**src/rtl/gf256_inv_pipe.sv**
```systemverilog
// gf256_inv_pipe: 3-stage, multi-lane GF(2^8) inverter over a GF(2^4) tower field.
// Each byte {h,l} stands for h*y + l in GF(2^4)[y]/(y^2 + y + lambda), with
// GF(2^4) = GF(2)[x]/(x^4 + x + 1). Valid/ready handshake with full back-pressure,
// a per-lane bypass, a zero flag per lane and a sideband tag carried with each word.
module gf256_inv_pipe #(
  parameter int LANES = 4,
  parameter int TAG_W = 4
) (
  input  logic                 clk,
  input  logic                 rst_n,
  input  logic                 flush,
  input  logic                 in_valid,
  output logic                 in_ready,
  input  logic [8*LANES-1:0]   in_data,
  input  logic [LANES-1:0]     in_bypass,
  input  logic [TAG_W-1:0]     in_tag,
  output logic                 out_valid,
  input  logic                 out_ready,
  output logic [8*LANES-1:0]   out_data,
  output logic [LANES-1:0]     out_zero,
  output logic [TAG_W-1:0]     out_tag
);

  localparam logic [3:0] LAMBDA = 4'h8;

  // Shift-and-add multiply in GF(2^4); x^4 folds back to x + 1.
  function automatic logic [3:0] gf16_mul(input logic [3:0] a, input logic [3:0] b);
    logic [3:0] acc;
    logic [3:0] sh;
    acc = '0;
    sh  = a;
    for (int k = 0; k < 4; k++) begin
      if (b[k]) acc = acc ^ sh;
      sh = {sh[2:0], 1'b0} ^ (sh[3] ? 4'h3 : 4'h0);
    end
    return acc;
  endfunction

  // Multiplicative inverse in GF(2^4); 0 maps to 0 so a zero byte yields 0.
  function automatic logic [3:0] gf16_inv(input logic [3:0] a);
    logic [3:0] r;
    case (a)
      4'h0: r = 4'h0;  4'h1: r = 4'h1;  4'h2: r = 4'h9;  4'h3: r = 4'hE;
      4'h4: r = 4'hD;  4'h5: r = 4'hB;  4'h6: r = 4'h7;  4'h7: r = 4'h6;
      4'h8: r = 4'hF;  4'h9: r = 4'h2;  4'hA: r = 4'hC;  4'hB: r = 4'h5;
      4'hC: r = 4'hA;  4'hD: r = 4'h4;  4'hE: r = 4'h3;  default: r = 4'h8;
    endcase
    return r;
  endfunction

  // Stage valid bits and the combinational ready chain from the output back.
  logic v1, v2, v3;
  logic adv1, adv2, adv3;

  assign adv3     = out_ready | ~v3;
  assign adv2     = adv3 | ~v2;
  assign adv1     = adv2 | ~v1;
  assign in_ready = adv1;

  // Stage registers.
  logic [LANES-1:0][3:0] h1, l1, d1;
  logic [LANES-1:0][3:0] h2, l2, dinv2;
  logic [LANES-1:0]      byp1, byp2, zero3;
  logic [TAG_W-1:0]      tag1, tag2, tag3;
  logic [8*LANES-1:0]    data3;

  // Next-stage values.
  logic [LANES-1:0][3:0] h_in, l_in, d_in, dinv_nxt;
  logic [8*LANES-1:0]    data_nxt;
  logic [LANES-1:0]      zero_nxt;

  // S1 input: split each byte into nibbles and form delta = lambda*h^2 + h*l + l^2.
  always_comb begin
    // NOTE: combinational blocks use blocking '=' and assign every output a default
    // first, so no path through the block leaves a value held (no latch).
    h_in = '0;
    l_in = '0;
    d_in = '0;
    for (int i = 0; i < LANES; i++) begin
      h_in[i] = in_data[8*i+4 +: 4];
      l_in[i] = in_data[8*i +: 4];
      d_in[i] = gf16_mul(LAMBDA, gf16_mul(h_in[i], h_in[i]))
              ^ gf16_mul(h_in[i], l_in[i])
              ^ gf16_mul(l_in[i], l_in[i]);
    end
  end

  // S2 input: invert delta through the GF(2^4) table.
  always_comb begin
    dinv_nxt = '0;
    for (int i = 0; i < LANES; i++) dinv_nxt[i] = gf16_inv(d1[i]);
  end

  // S3 input: result = {h*dinv, (h^l)*dinv}, or the raw byte on bypassed lanes.
  always_comb begin
    data_nxt = '0;
    zero_nxt = '0;
    for (int i = 0; i < LANES; i++) begin
      if (byp2[i]) begin
        data_nxt[8*i +: 8] = {h2[i], l2[i]};
      end else begin
        data_nxt[8*i +: 8] = {gf16_mul(h2[i], dinv2[i]), gf16_mul(h2[i] ^ l2[i], dinv2[i])};
      end
      zero_nxt[i] = ~byp2[i] & ({h2[i], l2[i]} == 8'h00);
    end
  end

  // Valid bits: flush wins over every advance; a stalled stage keeps its bit.
  always_ff @(posedge clk or negedge rst_n) begin
    if (!rst_n) begin
      v1 <= 1'b0;
      v2 <= 1'b0;
      v3 <= 1'b0;
    end else if (flush) begin
      v1 <= 1'b0;
      v2 <= 1'b0;
      v3 <= 1'b0;
    end else begin
      if (adv1) v1 <= in_valid;
      if (adv2) v2 <= v1;
      if (adv3) v3 <= v2;
    end
  end

  // Datapath registers load only when a valid word moves into the stage.
  // NOTE: these carry no reset; their contents are meaningless while the stage's
  // valid bit is clear, and the outputs are gated by v3 below.
  always_ff @(posedge clk) begin
    if (adv1 && in_valid) begin
      h1   <= h_in;
      l1   <= l_in;
      d1   <= d_in;
      byp1 <= in_bypass;
      tag1 <= in_tag;
    end
    if (adv2 && v1) begin
      h2    <= h1;
      l2    <= l1;
      dinv2 <= dinv_nxt;
      byp2  <= byp1;
      tag2  <= tag1;
    end
    if (adv3 && v2) begin
      data3 <= data_nxt;
      zero3 <= zero_nxt;
      tag3  <= tag2;
    end
  end

  assign out_valid = v3;
  assign out_data  = v3 ? data3 : '0;
  assign out_zero  = v3 ? zero3 : '0;
  assign out_tag   = v3 ? tag3  : '0;

endmodule

```
**config.mk**
```make
export PLATFORM = sky130hd
export DESIGN_NAME = gf256_inv_pipe
export DESIGN_NICKNAME = d
export VERILOG_FILES = /design/src/rtl/gf256_inv_pipe.sv
export SDC_FILE = /design/constraint.sdc
export NUM_CORES = 1
export LEC_CHECK = 0
export CORE_MARGIN = 2
export CORE_UTILIZATION = 51
export CTS_CLUSTER_DIAMETER = 150
export DETAILED_ROUTE_END_ITERATION = 7
export PLACE_DENSITY = 0.78
export SKIP_LAST_GASP = 1
export SLEW_MARGIN = 5
export SYNTH_ARGS = -nofsm -noshare
export SYNTH_HDL_FRONTEND = slang
export SYNTH_SLANG_ARGS = --single-unit
export TNS_END_PERCENT = 10
```
**constraint.sdc**
```tcl
create_clock -name clk -period 6.4 [get_ports clk]
set_clock_uncertainty 0.05 [all_clocks]
set_input_delay 0.64 -clock clk [delete_from_list [all_inputs] [get_ports clk]]
set_output_delay 0.64 -clock clk [all_outputs]
set_load 0.05 [all_outputs]
```
Word level (Yosys, flattened, before mapping)
Memories as Yosys holds them, arrays and structs flattened. A register that Yosys moved wholly into a read port is not among the register bits. Index checks and enable logic that the tools add are counted.

Bitwise logic cells: 146. Divide/modulo/power cells: 0. Multiply operators: 0. Mux-type cells: 181. Shift operators: 0. $lt $le $gt $ge: 0. Reduce and logical (&&, ||, !) cells: 10. Add/sub/neg operators: 0. Eq/ne operators: 0.

Operators with widths (number): $mux W4 (114); $xor A4 B4 Y4 (72); $xor A4 B2 Y4 (48); $mux W2 (52); $logic_not A8 Y1 (4); $mux W32 (1); $mux W8 (4); $not A2 Y2 (12); $mux W3 (4); $not A1 Y1 (7); $mux W1 (6); $reduce_bool A2 Y1 (3); $and A1 B1 Y1 (4); $logic_and A1 B1 Y1 (3); $or A1 B1 Y1 (3).

ROM bits: 256. Memories: 4. Latch bits: 0. Word-level logic and storage cells: 371. Bits in registers: 139. Memory bits (writable): 0.

Memory list: (name not given) (words 16, bits a word 4, rd ports 1, clocked after Yosys merged registers in 1, write ports 0, RTL line 42) `case (a)`; (name not given) (words 16, bits a word 4, rd ports 1, clocked after Yosys merged registers in 1, write ports 0, RTL line 42); (name not given) (words 16, bits a word 4, rd ports 1, clocked after Yosys merged registers in 1, write ports 0, RTL line 42); (name not given) (words 16, bits a word 4, rd ports 1, clocked after Yosys merged registers in 1, write ports 0, RTL line 42).

Depth between registers and ports, before layout
Depth after elaboration: 17. Gate-level depth with buffers: 9. Depth with buffers taken out: 8.

Worst setup path after synthesis
Ideal clock, no wire load.

Path type: reg-to-reg. From: reg v3, in the netlist out_valid. To: reg byp2[0] (enable). Setup slack: 0.835 ns. Arrival time: 4.959 ns. Cell stages (with the launch flop): 3. Buffers on the path: 0. Cell sequence: dfrtp_1 > nor2b_1 > a21boi_0.

Cells in the longest elaborated chain, start to end: 4.

Ends and longest elaborated chain: from (decl) (RTL line 52) `logic v1, v2, v3;`; from (signal assigned) (RTL line 121) `if (adv3) v3 <= v2;`; $not A1 Y1 (RTL line 55) `assign adv3 = out_ready | ~v3;`; $or A1 B1 Y1 (RTL line 55); $or A1 B1 Y1 (RTL line 56) `assign adv2 = adv3 | ~v2;`; $logic_and A1 B1 Y1 (RTL line 136) `if (adv2 && v1) begin`; to (signal assigned) (RTL line 140) `byp2 <= byp1;`; to (decl) (RTL line 63) `logic [LANES-1:0] byp1, byp2, zero3;`.

No other way between the ends. A chain may end at the register's enable or synchronous reset.

Final worst setup path
From: reg v3, in the netlist out_valid. To: out in_ready.

Cells in the longest elaborated chain, start to end: 4.

Ends and longest elaborated chain: $not A1 Y1 (RTL line 55); $or A1 B1 Y1 (RTL line 55); $or A1 B1 Y1 (RTL line 56); $or A1 B1 Y1 (RTL line 57) `assign adv1 = adv2 | ~v1;`; to (decl) (RTL line 13) `output logic in_ready,`.

No other way between the ends.

==> metrics <==
status finished, final reports clean; critical path's largest stage delay 740 ps; Synth cell types 66; residual DRC count 0; TritonCTS clock tree yes; Worst Path Required 5710 ps; FFs w/ async S/R, synth 0.0194; CP top delay family buffers and inverters; HPWL after DPL 14,000 um; Startpoint Class flop; pin count of the biggest net entering global routing 57; initial antenna violation count 0; Least-Margin Pin Slew 764 ps; most frequent cells in the layout nand2_1, edfxtp_1, xnor2_1, clkdlybuf4s50_1, nor2_1; post-synth top area share 0.419; core area 21,000 um^2; drt pass-1 iters 5; Resized Gates After CTS 0; Final Hold Viols 0; post-route insts no fill 1,432; total CTS buffers 17; worst hold path type in -> async; Synthesis Warnings 0; area grow syn2layout 14.0%; number of port buffers 86; Nets 1,236; Slew Limit Fails 0; Cell Rows 53; GR Overflow Total 0; CTS root buf clkbuf_16; Crit Path Class reg -> out; P_leak 4.57 nW; synthesized flop and latch total 155; Avg WL per Cell 14.4 um; # Post-CTS Setup Buffers 0; commonest non-fill, non-tap cell in the layout nand2_1; Starting Density 0.518; via count of the routed design 7,791; Ports 87; Synth area leaders edfxtp_1, xnor2_1, nand2_1; die width 150 um; clock buffer depth 2; vias in the first global route 7,218; leading area contributor after synthesis edfxtp_1; Die H 150 um; CTS clk-pin slew, worst paths 60 ps; Max Cap Violations 0; number of synthesized flops with an enable pin 152; crit path DAT 2660 ps; Tcrit/Tclk final 0.523; Final Critical Period 3350 ps; Primary FF master, synth edfxtp_1; clk_lat worst skew 420 ps; Critical Path, Cell by Cell buf_4, nor2b_1, nand3_1, clkdlybuf4s50_1; Max VDD drop 0.000150 V; Worst setup EP type output port; slew margin rel. 0.491; share of cells above drive strength 1 0.0510; Cell Area, Synth 10,900 um^2; xor/xnor share of the synthesized area 0.166; worst-path maximum fanout 42; Post-DP Area 11,800 um^2; 1st-iter DRT viols 410; Post-DRT Antenna Nets 0; first-pass GRT wire length 33,700 um; CP Buf/Inv Count 2; largest family of logic cells by synthesized area XOR/XNOR gates; htree depth 4; PnR Total Power 3.32 mW; number of hold buffers added after cts 0; final instance area 12,400 um^2; Synth Area in Compound Gates 0.116; RSZ-0062 raised after global routing no; sequential-to-total area share from yosys stat 0.426; net count after synthesis 1,205; PD cells 268 nW/um^2; mux share of post-synthesis cell area 0.0393; ANT cells 0; post-synthesis cell count 1,113; RD Place Congestion 0.860; Vias/cell 5.44; Avg Inst Size Synth 9.79 um^2; final setup fails 0; hold_ws 352 ps; Clock Sinks 155; final wirelength 20,600 um; area share of fa/ha/maj cells after synthesis 0.0540; Inst Count DP 1,400; Setup TNS 0 ps; GRT Overall Usage 0.186; Synth Area in Simple Gates 0.153; Die Footprint 22,500 um^2; Fmax 299 MHz; slowest stage cell, crit path clkdlybuf4s50_1
## synth_stat cells, types with 3 or more instances
master	count
a211oi_1	6
a21boi_0	5
a21oi_1	54
a221oi_1	4
a22oi_1	7
a31oi_1	8
a32oi_1	3
and2_1	41
and3_1	5
and4b_1	3
buf_1	5
buf_2	14
clkbuf_1	53
clkbuf_2	5
dfrtp_1	3
edfxtp_1	152
ha_1	47
inv_1	46
mux2_2	10
mux2i_1	18
mux4_2	6
nand2_1	164
nand2b_1	18
nand3_1	9
nand3b_1	4
nor2_1	59
nor2b_1	27
nor3_1	8
nor3b_1	7
nor4_1	4
o211ai_1	8
o21ai_0	53
o21bai_1	3
o221ai_1	5
o22a_1	3
o22ai_1	12
o31ai_1	4
xnor2_1	143
xor2_1	51
## kinds of logic after synthesis
| kind of cell | Yosys count |
|---|---|
| fa+ha+maj | 47 |
| mux | 34 |
| flops | 155 |
| simple gates | 354 |
| xor+xnor | 199 |
| compound gates | 199 |
| buf+inv | 125 |
## layout make-up
class	instances	area, um^2
clock buffers	17	425
clock inverters	15	148
fillers	1687	8610
inverters	47	176
multi-input cells	833	5790
flip-flops and latches	155	4640
well taps	275	344
repair buffers	90	891
## through the flow
stage / util / worst slack [ps]
2_1_floorplan: - / 835
3_3_place_gp: 0.563 / 2790
3_5_place_dp: 0.563 / 2690
4_1_cts: 0.591 / 2990
5_1_grt: 0.591 / 2890
6_report: 0.591 / 3050
## final timing paths
check,from,endpoint,slack (ps),depth (start not counted)
worst min register to register,l1[2],l2[2],370,0
worst min-delay path,rst_n,out_valid,350,1
worst max register to register,h2[6],data3[13],4060,7
max in group asynchronous,rst_n,v1,5800,1
min in group clk,l1[2],l2[2],370,0
worst max-delay path,out_valid,in_ready,3050,4
## state kept, by name (all words and copies together) (netlist names)
register	cells
tag2	4
zero3	4
out_valid	1
h2	16
byp2	4
tag3	4
byp1	4
l2	16
l1	16
data3	32
v2	1
h1	16
tag1	4
v1	1
dinv2	16
d1	16
## routing by layer
metal	up-vias	wire [um]	track usage
li1	3900	-	-
met1	3704	9020	0.223
met2	171	10400	0.336
met3	16	967	0.0452
met4	0	197	0.0481
met5	-	0	0
## power by group
group / leakage, nW / switching, mW / internal [mW]
combinational: 2.82 / 0.463 / 0.462
clock: 0.278 / 0.400 / 0.573
sequential: 1.48 / 0.156 / 1.27
total: 4.57 / 1.02 / 2.30
Note: power is estimated with default switching activity, not from simulation.
